$ cat src/rtl/alu_op_sequencer.sv
// Operand/opcode entry sequencer for the 4-bit ALU: captures A, B, op per key pulse, waits LAT cycles, holds result.
// Optional build macro ALU_SEQ_CHAIN_EN: an entry while a result is held chains it as operand A of the next command.
module alu_op_sequencer #(
    parameter int W   = 4,
    parameter int LAT = 1
) (
    input  logic         clk,
    input  logic         rst,
    input  logic [W-1:0] sw,
    input  logic         key_valid,
    output logic         key_ready,
    output logic [W-1:0] alu_a,
    output logic [W-1:0] alu_b,
    output logic [2:0]   alu_op,
    input  logic [W-1:0] alu_res,
    output logic [W-1:0] res_out,
    output logic         res_valid,
    output logic         busy,
    output logic         overrun,
    output logic [7:0]   op_count
);

    typedef enum logic [2:0] {
        S_A,
        S_B,
        S_OP,
        S_EXEC,
        S_DONE
    } state_t;

    localparam logic [3:0] LAT_CNT = 4'(LAT);

    state_t     state;
    logic [3:0] cnt;
    logic       accept;

    assign accept = key_valid & key_ready;

    // key_ready and busy are registered alongside the state so they track it exactly.
    always_ff @(posedge clk) begin
        if (rst) begin
            state     <= S_A;
            cnt       <= '0;
            key_ready <= 1'b1;
            alu_a     <= '0;
            alu_b     <= '0;
            alu_op    <= '0;
            res_out   <= '0;
            res_valid <= 1'b0;
            busy      <= 1'b0;
            overrun   <= 1'b0;
            op_count  <= '0;
        end else begin
            if (key_valid && !key_ready)
                overrun <= 1'b1;

            case (state)
                S_A: begin
                    if (accept) begin
                        alu_a <= sw;
                        state <= S_B;
                    end
                end
                S_B: begin
                    if (accept) begin
                        alu_b <= sw;
                        state <= S_OP;
                    end
                end
                S_OP: begin
                    if (accept) begin
                        alu_op    <= sw[2:0];
                        cnt       <= LAT_CNT;
                        state     <= S_EXEC;
                        key_ready <= 1'b0;
                        busy      <= 1'b1;
                    end
                end
                S_EXEC: begin
                    cnt <= cnt - 4'd1;
                    if (cnt <= 4'd1) begin
                        res_out   <= alu_res;
                        res_valid <= 1'b1;
                        op_count  <= op_count + 8'd1;
                        state     <= S_DONE;
                        key_ready <= 1'b1;
                        busy      <= 1'b0;
                    end
                end
                S_DONE: begin
                    if (accept) begin
`ifdef ALU_SEQ_CHAIN_EN
                        alu_a     <= res_out;
                        alu_b     <= sw;
                        res_valid <= 1'b0;
                        state     <= S_OP;
`else
                        alu_a     <= sw;
                        res_valid <= 1'b0;
                        state     <= S_B;
`endif
                    end
                end
                default: state <= S_A;
            endcase
        end
    end

endmodule

$ cat config.mk
export PLATFORM = sky130hd
export DESIGN_NAME = alu_op_sequencer
export DESIGN_NICKNAME = d
export VERILOG_FILES = /design/src/rtl/alu_op_sequencer.sv
export SDC_FILE = /design/constraint.sdc
export NUM_CORES = 1
export LEC_CHECK = 0
export ABC_CLOCK_PERIOD_IN_PS = 6000
export BUFFER_PORTS_ARGS = -buffer_cell sky130_fd_sc_hd__buf_2
export CORE_AREA = 5 5 57 59
export DETAILED_ROUTE_END_ITERATION = 10
export DIE_AREA = 0 0 62 64
export GPL_ROUTABILITY_DRIVEN = 0
export PLACE_DENSITY = 0.81
export SLEW_MARGIN = 20
export SYNTH_ARGS = -nofsm -noshare
export SYNTH_HDL_FRONTEND = slang
export SYNTH_SLANG_ARGS = --single-unit
$ cat constraint.sdc
create_clock -name clk -period 6 [get_ports clk]
set_clock_uncertainty 0.15 [all_clocks]
set_input_delay 0.9 -clock clk [delete_from_list [all_inputs] [get_ports clk]]
set_output_delay 0.9 -clock clk [all_outputs]
set_load 0.1 [all_outputs]
# [Yosys cells after proc, flatten, opt, wreduce, memory -nomap -nowiden]
# Cells that the tools add are included.
[word_totals] register_bits=34 in_bits=11 out_inout_bits=27 elab_cells=52
[op_classes] n_addsub=2 order_cmp=1 eq_ne=9 mux=14 bitwise_logic=1 n_reduce_logical=14
[ops] cell="3-bit 2-to-1 mux" n=4
[ops] cell="3-bit one-hot mux with 4 select lines" n=1
[ops] cell="2-bit AND reduction" n=5
[ops] cell="8-bit by 1-bit adder with 8-bit output (second input constant)" n=1
[ops] cell="2-bit != test (second input constant)" n=4
[ops] cell="4-bit one-hot mux with 2 select lines" n=1
[ops] cell="3-bit by 2-bit == test with 1-bit output (second input constant)" n=2
[ops] cell="1-bit one-hot mux with 2 select lines" n=3
[ops] cell="3-bit AND reduction" n=2
[ops] cell="4-bit by 1-bit less-or-equal comparator with 1-bit output (second input constant)" n=1
[ops] cell="1-bit 2-to-1 mux" n=4
[ops] cell="4-bit 2-to-1 mux" n=1
[ops] cell="4-bit AND reduction" n=1
[ops] cell="2-bit nonzero test" n=2
[ops] cell="4-bit by 1-bit subtractor with 4-bit output (second input constant)" n=1
[ops] cell="3-bit by 1-bit == test with 1-bit output (second input constant)" n=1
[ops] cell="3-bit == test (second input constant)" n=1
[ops] cell="3-bit zero test" n=1
[ops] cell="2-bit by 1-bit != test with 1-bit output (second input constant)" n=1
[ops] cell="2-bit OR reduction" n=1
[ops] cell="1-bit AND" n=1
[ops] cell="1-bit logical AND" n=1
[ops] cell="1-bit zero test" n=1

# [Depth between registers and ports, before layout]
[logic_depth] depth_word=4 mapped_depth=7 depth_no_buf=6

# [Worst setup path after synthesis]
# No wires, ideal clock.
[synth_path] kind="register -> register" from="reg key_ready" to="reg alu_a[3]" setup_ns=0.128 arrival_time_ns=2.116 required_ns=5.722 setup_slack_ns=3.606 path_stages_with_launch=5 n_path_buf=0 synth_period_minus_slack_ns=2.394 path_cell_list="dfxtp_1 -> nand2_1 -> nor3_1 -> mux2i_1 -> nor2_1"
[synth_via] elab_chain_cells=2
[synth_lines] item="start, declared" line_no="11" text="output logic key_ready,"
[synth_lines] item="start signal, assigned" line_no="44" text="key_ready <= 1'b1;"
[synth_lines] item="start signal, assigned" line_no="75" text="key_ready <= 1'b0;"
[synth_lines] item="start signal, assigned" line_no="86" text="key_ready <= 1'b1;"
[synth_lines] item="1-bit AND" line_no="37" text="assign accept = key_valid & key_ready;"
[synth_lines] item="2-bit AND reduction (no line)"
[synth_lines] item="end signal, assigned" line_no="60" text="alu_a <= sw;"
[synth_lines] item="end signal, assigned" line_no="98" text="alu_a <= sw;"
[synth_lines] item="end, declared" line_no="12" text="output logic [W-1:0] alu_a,"
# Every way passes these cells.
# A chain may end at the register's enable or synchronous reset.

# [Worst setup path after layout]
[layout_path] from="reg op_count[2]" to="out op_count[2]"
[layout_rtl] item="start, declared" line_no="20" text="output logic [7:0] op_count"
[layout_rtl] item="start signal, assigned" line_no="84" text="op_count <= op_count + 8'd1;"
# No word-level cell between the ends.

==> flow_metrics.tcl <==
set metrics [dict create \
    io_pins 38 \
    post_cts_buffers 0 \
    cts_sinks 34 \
    syn_nets 175 \
    diodes 0 \
    holdCritPathClass "reg2reg" \
    clockBufferDepth 2 \
    worst_ep_arrival_time_ps 1260 \
    required_ps 4950 \
    wirelength_um 3182 \
    peakVddDrop_mv 0.2218 \
    grt_usage_pct 17.51 \
    synth_area_um2 1418 \
    reg2reg_depth 4 \
    utilization_pct 61.94 \
    core_area_um2 2663 \
    h-tree-depth 2 \
    yosysSeqAreaShare_pct 48.01 \
    holdPathStages 2 \
    syn_to_final_growth_pct 16.33 \
    final_cells 228 \
    vias_per_cell 5.509 \
    setup_viol 0 \
    drc_errors 0 \
    maxCapViolations 0 \
    layout-drive-gt1-share_pct 24.87 \
    drv_slew 0 \
    power_density_nw_per_um2 267.7 \
    end_kind "primary output" \
    post_cts_resized 0 \
    syn_area_per_cell_um2 8.805 \
    cp-start-kind "flip-flop" \
    grt-ovfl-total 0 \
    min_to "res_out[3]" \
    critPathBufInv 1 \
    r2r-start "state[0]" \
    place_inst 220 \
    synth.largest_area_cell "dfxtp_1" \
    path_delay_family "buffers and inverters" \
    grt_max_degree 35 \
    path_class "reg2out" \
    r2r-end "op_count[5]" \
    nFillCells 233 \
    power.leakage_nw 0.6951 \
    drt_iter0_drc 85 \
    cts_buffers 5 \
    status "finished, final reports clean" \
    fin_tns_setup_ps 0 \
    initial_core_util_pct 53.24 \
    rsz0062_at_grt "no" \
    die_w_um 62 \
    finalCritPeriodShare_pct 38.54 \
    fmax_ghz 0.4325 \
    synth-seq-cells 34 \
    grt_pass1_vias 1217 \
    ff2ff_setup_slack_ps 3910 \
    dp_hpwl_um 2296 \
    yosys_warnings 0 \
    crit_chain "buf_2" \
    min-delay-start "res_out[3]" \
    die_area_um2 3968 \
    fin_crit_ps 2312 \
    worstSkewPairLatency_ps 340 \
    ant_nets 0 \
    port_buffers 37 \
    crit_fanout 6 \
    antenna_found_initial 0 \
    worst_pin_slew_ps 787.1 \
    slowest_delay_ps 470 \
    nets 210 \
    synth_area_leaders "dfxtp_1 (48%), mux2i_1 (5.6%), nor2_1 (5.6%)" \
    clk_pin_slew_ps 100 \
    slew_headroom_pct 47.12 \
    first_pass_iters 4 \
    grt_pass1_wl_um 5313 \
    die_h_um 64 \
    cts_tree "yes" \
    holdBufCountCts 0 \
    vias 1256 \
    finalHoldViolCount 0 \
    synth_top_cell_area_share_pct 48.01 \
    wire_per_inst_um 13.96 \
    syn_inst 161 \
    cpMaxStageDelayCell "buf_2" \
    rows 19 \
    cts_root_buf "clkbuf_4" \
    synth_cell_types 33 \
]
state kept, by name, indices dropped and copies added (netlist names):
name       flops
alu_b          4
alu_a          4
key_ready      1
res_valid      1
op_count       8
state          3
overrun        1
cnt            4
res_out        4
alu_op         3
busy           1
cells in the mapped netlist:
cell	number
nand4b_1	1
inv_1	5
and3b_1	1
nor3_1	7
or3_1	1
a31oi_1	2
a211o_1	1
or3b_2	1
or3_4	1
dfxtp_1	34
o31ai_1	3
buf_6	2
ha_1	3
nand4_1	1
a211oi_1	2
xor2_1	1
or4_1	3
o21a_1	1
nor3_2	1
nand2b_1	2
or2_1	1
or2_2	2
xnor2_1	5
mux2i_1	8
clkbuf_1	4
nand3b_1	1
a21oi_1	14
nor4_1	3
nor2_1	21
o21ai_0	2
buf_2	3
nand3_1	4
nand2_1	20
area by class of cell:
cell class | count | area [µm²] | share of cell area [%]
Clock buffer | 7 | 55.05 | 3.338
Clock inverter | 1 | 5.005 | 0.3035
Inverter | 5 | 18.77 | 1.138
Multi-Input combinational cell | 113 | 665.6 | 40.36
Sequential cell | 34 | 680.7 | 41.27
Tap cell | 31 | 38.79 | 2.352
Timing Repair Buffer | 37 | 185.2 | 11.23
metal layers:
metal	track usage (%)	vias to the layer above	routed length, µm
met5	0	-	0
met2	27.59	49	1600
met1	20.67	579	1304
li1	-	622	-
met3	6.640	6	214
met4	7.692	0	63
cells by family (layout without fill, tap and decap cells):
group | count (synthesis) | count (layout) | synth area share, %
AO/OA/AOI/OAI | 25 | 25 | 10.33
buffers and inverters | 14 | 50 | 5.030
flip-flops | 34 | 34 | 48.01
adder cells (fa/ha/maj) | 3 | 3 | 2.648
AND/OR/NAND/NOR | 71 | 71 | 24.63
multiplexers | 8 | 8 | 5.649
XOR/XNOR | 6 | 6 | 3.707
power by group:
part | switching (mW) | leakage, nW | internal [mW]
combinational | 0.0545 | 0.384 | 0.0156
clock | 0.0763 | 0.0353 | 0.0568
sequential | 0.00599 | 0.275 | 0.232
total | 0.137 | 0.695 | 0.305
cells in the final DEF (no fill, tap or decap), types with 2 or more instances in the layout:
master,count
nand3_1,4
mux2i_1,8
nor3_1,7
clkbuf_4,5
ha_1,3
o31ai_1,3
nor2_1,21
buf_2,37
inv_1,5
a31oi_1,2
o21ai_0,2
a21oi_1,14
xnor2_1,5
nand2_1,20
dfxtp_1,34
nor4_1,3
or2_2,2
nand2b_1,2
a211oi_1,2
or4_1,3
through the flow:
stage	total power, mW	hold slack, ps	instance area [µm²]	setup slack (ps)
finish	0.4415	312.4	1649	3688
global route	0.4645	341.8	1649	3623
CTS	0.4445	311.0	1649	3680
detailed placement	0.3133	296.4	1589	3558
global placement	0.3112	289.1	1589	3593
floorplan	0.3008	297.0	1418	3606
worst max-delay path by stage:
stage | startpoint | slack (ps) | end | cells after the start
finish | op_count[2] | 3690 | op_count[2] | 1
global route | op_count[2] | 3620 | op_count[2] | 1
CTS | op_count[2] | 3680 | op_count[2] | 1
detailed placement | key_valid | 3560 | alu_a[0] | 5
global placement | key_valid | 3590 | alu_a[3] | 5
floorplan | key_ready | 3610 | alu_a[3] | 4
Note: power is estimated with default switching activity, not from simulation.
